<file path="config.mk">
export PLATFORM = sky130hd
export DESIGN_NAME = seq_muldiv
export DESIGN_NICKNAME = d
export VERILOG_FILES = /design/src/rtl/cpu_pkg.sv /design/src/rtl/twos_abs.sv /design/src/rtl/seq_muldiv.sv
export SDC_FILE = /design/constraint.sdc
export NUM_CORES = 1
export LEC_CHECK = 0
export CORE_MARGIN = 1
export CORE_UTILIZATION = 25
export DETAILED_ROUTE_END_ITERATION = 7
export MAX_ROUTING_LAYER = met4
export PLACE_DENSITY = 0.47
export RECOVER_POWER = 25
export REMOVE_ABC_BUFFERS = 1
export SYNTH_ARGS = -nofsm -noshare
export SYNTH_HDL_FRONTEND = slang
export SYNTH_SLANG_ARGS = --single-unit
</file>
<file path="constraint.sdc">
create_clock -name clock -period 8 [get_ports clock]
set_clock_uncertainty 0.05 [all_clocks]
set_input_delay 1.2 -clock clock [delete_from_list [all_inputs] [get_ports clock]]
set_output_delay 1.2 -clock clock [all_outputs]
set_load 0.05 [all_outputs]
</file>
<file path="src/rtl/cpu_pkg.sv">
// Shared datapath definitions for the CPU: operation codes, the multiply/divide
// state type and the machine word width.
package cpu_pkg;

    localparam int WORD_W = 32;

    localparam logic MULDIV_OP_MUL = 1'b0;
    localparam logic MULDIV_OP_DIV = 1'b1;

    typedef enum logic [1:0] {
        IDLE,
        RUN,
        FIX,
        DONE
    } muldiv_state_t;

endpackage

</file>
<file path="src/rtl/twos_abs.sv">
// Conditional two's-complement negate; with negate tied to the sign bit it
// yields the magnitude of a signed value.
module twos_abs #(
    parameter int WIDTH = 32
) (
    input  logic [WIDTH-1:0] value,
    input  logic             negate,
    output logic [WIDTH-1:0] result
);

    assign result = negate ? (~value + WIDTH'(1)) : value;

endmodule

</file>
<file path="src/rtl/seq_muldiv.sv">
// Iterative signed multiply/divide unit writing the Z register pair.
// MUL (radix-2 Booth) and DIV (restoring) share one 65-bit accumulator.
module seq_muldiv
    import cpu_pkg::*;
#(
    parameter int WIDTH = WORD_W
) (
    input  logic             clock,
    input  logic             clear_n,
    input  logic             start,
    input  logic             op,
    input  logic [WIDTH-1:0] operand_a,
    input  logic [WIDTH-1:0] operand_b,
    output logic             busy,
    output logic             done,
    output logic [WIDTH-1:0] z_high,
    output logic [WIDTH-1:0] z_low,
    output logic             div_by_zero
);

    localparam int CNT_W = $clog2(WIDTH);

    muldiv_state_t state;
    muldiv_state_t next_state;

    logic [CNT_W-1:0] count;
    logic [2*WIDTH:0] acc;
    logic [WIDTH-1:0] m_reg;
    logic             op_reg;
    logic             sign_a;
    logic             sign_b;

    logic [WIDTH-1:0] mag_a;
    logic [WIDTH-1:0] mag_b;
    logic [WIDTH-1:0] quot_fixed;
    logic [WIDTH-1:0] rem_fixed;

    logic [WIDTH:0]   booth_sum;
    logic [2*WIDTH:0] booth_next;
    logic [WIDTH:0]   div_shifted;
    logic [WIDTH+1:0] div_trial;
    logic [2*WIDTH:0] div_next;

    logic             start_div_zero;

    twos_abs #(.WIDTH(WIDTH)) u_abs_a (
        .value  (operand_a),
        .negate (operand_a[WIDTH-1]),
        .result (mag_a)
    );

    twos_abs #(.WIDTH(WIDTH)) u_abs_b (
        .value  (operand_b),
        .negate (operand_b[WIDTH-1]),
        .result (mag_b)
    );

    twos_abs #(.WIDTH(WIDTH)) u_fix_quot (
        .value  (acc[WIDTH:1]),
        .negate (sign_a ^ sign_b),
        .result (quot_fixed)
    );

    twos_abs #(.WIDTH(WIDTH)) u_fix_rem (
        .value  (acc[2*WIDTH:WIDTH+1]),
        .negate (sign_a),
        .result (rem_fixed)
    );

    assign start_div_zero = (op == MULDIV_OP_DIV) && (operand_b == '0);

    // Booth sum is formed one bit wider so subtracting the most negative
    // multiplicand cannot wrap before the arithmetic shift.
    always_comb begin
        booth_sum = {acc[2*WIDTH], acc[2*WIDTH:WIDTH+1]};
        case (acc[1:0])
            2'b01:   booth_sum = {acc[2*WIDTH], acc[2*WIDTH:WIDTH+1]} + {m_reg[WIDTH-1], m_reg};
            2'b10:   booth_sum = {acc[2*WIDTH], acc[2*WIDTH:WIDTH+1]} - {m_reg[WIDTH-1], m_reg};
            default: booth_sum = {acc[2*WIDTH], acc[2*WIDTH:WIDTH+1]};
        endcase
        booth_next = {booth_sum, acc[WIDTH:1]};
    end

    always_comb begin
        div_shifted = {acc[2*WIDTH:WIDTH+1], acc[WIDTH]};
        div_trial   = {1'b0, div_shifted} - {2'b00, m_reg};
        if (!div_trial[WIDTH+1]) begin
            div_next = {div_trial[WIDTH-1:0], acc[WIDTH-1:1], 1'b1, 1'b0};
        end else begin
            div_next = {div_shifted[WIDTH-1:0], acc[WIDTH-1:1], 1'b0, 1'b0};
        end
    end

    always_comb begin
        next_state = state;
        case (state)
            IDLE: begin
                if (start) begin
                    next_state = start_div_zero ? DONE : RUN;
                end
            end
            RUN: begin
                if (count == '0) begin
                    next_state = FIX;
                end
            end
            FIX:     next_state = DONE;
            DONE:    next_state = IDLE;
            default: next_state = IDLE;
        endcase
    end

    // Divide keeps the partial remainder in the upper half and the dividend /
    // quotient in the middle; multiply keeps {A, Q, q-1}.
    always_ff @(posedge clock or negedge clear_n) begin
        if (!clear_n) begin
            state       <= IDLE;
            count       <= '0;
            acc         <= '0;
            m_reg       <= '0;
            op_reg      <= MULDIV_OP_MUL;
            sign_a      <= 1'b0;
            sign_b      <= 1'b0;
            z_high      <= '0;
            z_low       <= '0;
            div_by_zero <= 1'b0;
        end else begin
            state <= next_state;
            case (state)
                IDLE: begin
                    if (start) begin
                        op_reg      <= op;
                        sign_a      <= operand_a[WIDTH-1];
                        sign_b      <= operand_b[WIDTH-1];
                        count       <= CNT_W'(WIDTH - 1);
                        div_by_zero <= start_div_zero;
                        if (op == MULDIV_OP_DIV) begin
                            acc   <= {{WIDTH{1'b0}}, mag_a, 1'b0};
                            m_reg <= mag_b;
                            if (start_div_zero) begin
                                z_high <= operand_a;
                                z_low  <= '1;
                            end
                        end else begin
                            acc   <= {{WIDTH{1'b0}}, operand_b, 1'b0};
                            m_reg <= operand_a;
                        end
                    end
                end
                RUN: begin
                    acc   <= (op_reg == MULDIV_OP_DIV) ? div_next : booth_next;
                    count <= count - CNT_W'(1);
                end
                FIX: begin
                    if (op_reg == MULDIV_OP_DIV) begin
                        z_high <= rem_fixed;
                        z_low  <= quot_fixed;
                    end else begin
                        z_high <= acc[2*WIDTH:WIDTH+1];
                        z_low  <= acc[WIDTH:1];
                    end
                end
                default: begin
                end
            endcase
        end
    end

    assign busy = (state != IDLE);
    assign done = (state == DONE);

endmodule

</file>
==> impl_metrics.toml <==
[routing]
drt-initial-drc-count = 1030
via_per_inst = 5.26
ant_nets = 0
dr.pass1.iters = 5
drc = 0
wl_um = 58000
wire_per_inst_um = 19.7
dr_total_vias = 15544

[global_routing]
grt_overflow_total = 0
track_usage_pct = 18.6
grt_max_degree = 72
grt_pass1_wl_um = 89200
antenna_found_initial = 1
grt_pass1_vias = 14761

[synth]
synth-edff-count = 0
synth_top_flop_cell = "dfrtp_1"
synth.distinct_cells = 78
seq_area_frac_synth_pct = 27.3
yosysWarningCount = 0
synth.area.top_cells = "dfrtp_1 (27%), o21ai_0 (7.8%), ha_1 (6.1%), nand2_1 (6.1%), xor2_1 (5.5%)"
synth_common_cells = "nand2_1 (256), o21ai_0 (246), dfrtp_1 (172)"
synth-seq-cells = 172
syn_area_um2 = 15800
avgSynthCellArea_um2 = 7.61
async_reset_ff_share_pct = 100
yosysTopAreaCell = "dfrtp_1"
yosysMostFrequentCell = "nand2_1"
synth_top_cell_area_share_pct = 27.3
synth_cells = 2076

[critical_path]
required_ns = 8.34
critPathArrivalTime_ns = 5.52
cp_max_fo = 5
worst-setup-path-type = "flop to flop"
start_kind = "flop"
rr_startpoint = "m_reg[5]"
endpoint_kind = "flop"
worstSetupStartpoint = "m_reg[5]"

[power_and_ir_drop]
clkPwrFrac_pct = 9.8
sw_frac_of_total_pct = 54.8
leakage_nw = 7.22
combPwrFrac_pct = 69.6
intPower_mw = 4.03
ir_drop_mv = 0.230
switchingPower_mw = 4.89
seqPwrFrac_pct = 20.6
powerDensity_nw_per_um2 = 484

[clock_tree]
hold_buffers = 0
cts_setup_buffers = 0
clock_path_buffers = 2
cts_tree = "yes"
htree_levels = 4
cts_sinks = 172
cts_buffers = 17
cts_root_buf = "clkbuf_16"
post_cts_resized = 0
clock_latency_ns = 0.47
cts.reportedPaths.clkPinSlew_ns = 0.07

[sta]
maxSlewViolCount = 72
finalSetupTns_ns = 0
finalSetupViolations = 0
rsz0062_at_grt = "no"
maxSlewHeadroom_pct = -191
final.min_clock_period_ns = 5.18
fmax_mhz = 193
period_share_pct = 64.7
worst_slew_pin_slew_ns = 4.36
finalHoldViolCount = 0

[place]
post-place-cells = 2920
place_congestion = 0.883
port_buffers = 134
place.detailed.hpwl_um = 44400

[cells_and_area]
final_nets = 2249
fillCellCount = 6708
layout.cells.non_filler = 2953
syn_to_final_growth_pct = 16.7
drive_gt1_share_pct = 4.82
regMostFlops = "acc"
largest_reg_flops = 65
register_area_um2 = 4310
multi_input_comb_area_um2 = 10700

[floorplan]
start_util_pct = 25.4
die_w_um = 253
die_h_um = 253
die_area_um2 = 64200
ios = 135
design.core.area_um2 = 62100
fp-row-count = 91

[worst_hold_path]
min_from = "z_high[27]"
min_path_type = "flop to flop"

[outcome]
status = "finished, violations left"
violations = "capacitance limit, slew limit"

[job]
drv_cap = 1
layout by cell type, fill, tap and decap left out, types with 10 or more instances in the layout:
cell	n
a211oi_1	11
a21o_1	21
a21oi_1	166
a31oi_1	52
and2_1	12
buf_4	22
clkbuf_16	17
clkdlybuf4s50_1	132
dfrtp_1	171
ha_1	74
inv_1	69
mux2_2	11
mux2i_1	54
nand2_1	255
nand2b_1	19
nand3_1	28
nand4_1	17
nor2_1	169
nor2b_1	19
nor3_1	29
nor4_1	30
o211ai_1	21
o21a_1	10
o21ai_0	246
o31ai_1	38
o41ai_1	16
or2_2	11
or3_1	22
or4_1	19
xnor2_1	85
xor2_1	100
metal layers:
metal  GRT usage (%)  vias up  part of all wire [%]
met5               -        -                     0
li1                -     7551                     -
met2            29.2      326                    46
met4            2.65        0                  0.74
met3            2.36       18                   3.7
met1            25.8     7649                    49
final cells by class:
| type | count | area share (%) |
|---|---|---|
| clock inverter | 11 | 0.638 |
| sequential | 172 | 23.4 |
| multi-input combinational | 1686 | 58.2 |
| inverter | 70 | 1.43 |
| tap | 837 | 5.68 |
| antenna | 1 | 0.0136 |
| clock buffer | 21 | 2.55 |
| timing repair buffer | 155 | 8.09 |
critical path, stage by stage, from the launching register on:
cell	delay, ns
dfrtp_1	0.43
or4_1	0.61
nor4b_1	0.59
and2_1	0.37
inv_1	0.13
nor4_1	0.51
nor2_1	0.11
xnor2_1	0.22
ha_1	0.32
a21o_1	0.19
a21oi_1	0.18
nor2_1	0.05
or3_1	0.38
and3b_1	0.19
a21oi_1	0.11
o221ai_1	0.12
or3_1	0.41
a21oi_1	0.14
metrics by stage:
step	hold slack, ns	setup WS, ns	util (%)	total power [mW]	instance area [um2]
CTS	0.436	2.91	29.7	8.95	18400
finish	0.429	2.82	29.7	8.92	18400
floorplan	0.412	2.17	-	6.13	15200
global placement	0.416	2.77	28.8	8.00	17800
detailed placement	0.422	2.79	28.8	8.04	17800
global route	0.452	2.42	29.7	9.69	18400
final timing paths:
check                      depth (start not counted)  slack, ns         end
max                                               17       2.82     acc[60]
min                                                2       0.43  z_high[27]
max reg2reg                                       17       2.82     acc[60]
min reg2reg                                        2       0.43  z_high[27]
max in group asynchronous                          2       3.21     acc[28]
min in group asynchronous                          1       2.24     acc[63]
power by group through the flow:
stage / clock (mW) / sequential (mW) / combinational [mW]
6_report: 0.878 / 1.84 / 6.21
4_1_cts: 0.896 / 1.84 / 6.22
5_1_grt: 0.924 / 1.91 / 6.86
2_1_floorplan: 0 / 2.14 / 3.98
3_5_place_dp: 0 / 1.85 / 6.18
3_3_place_gp: 0 / 1.85 / 6.16
kinds of logic (layout without fill, tap and decap cells):
kind of cell    after synthesis  after routing  share of synthesized area [%]
compound gates              684            684                           26.6
simple gates                673            673                           20.1
buf+inv                     218            257                           5.21
xor+xnor                    185            185                           10.3
flops                       172            172                           27.3
fa+ha+maj                    79             79                           6.35
mux                          65             65                           4.21
other cells                   0              1                              0
No activity file was read; power rests on OpenSTA's default activity.
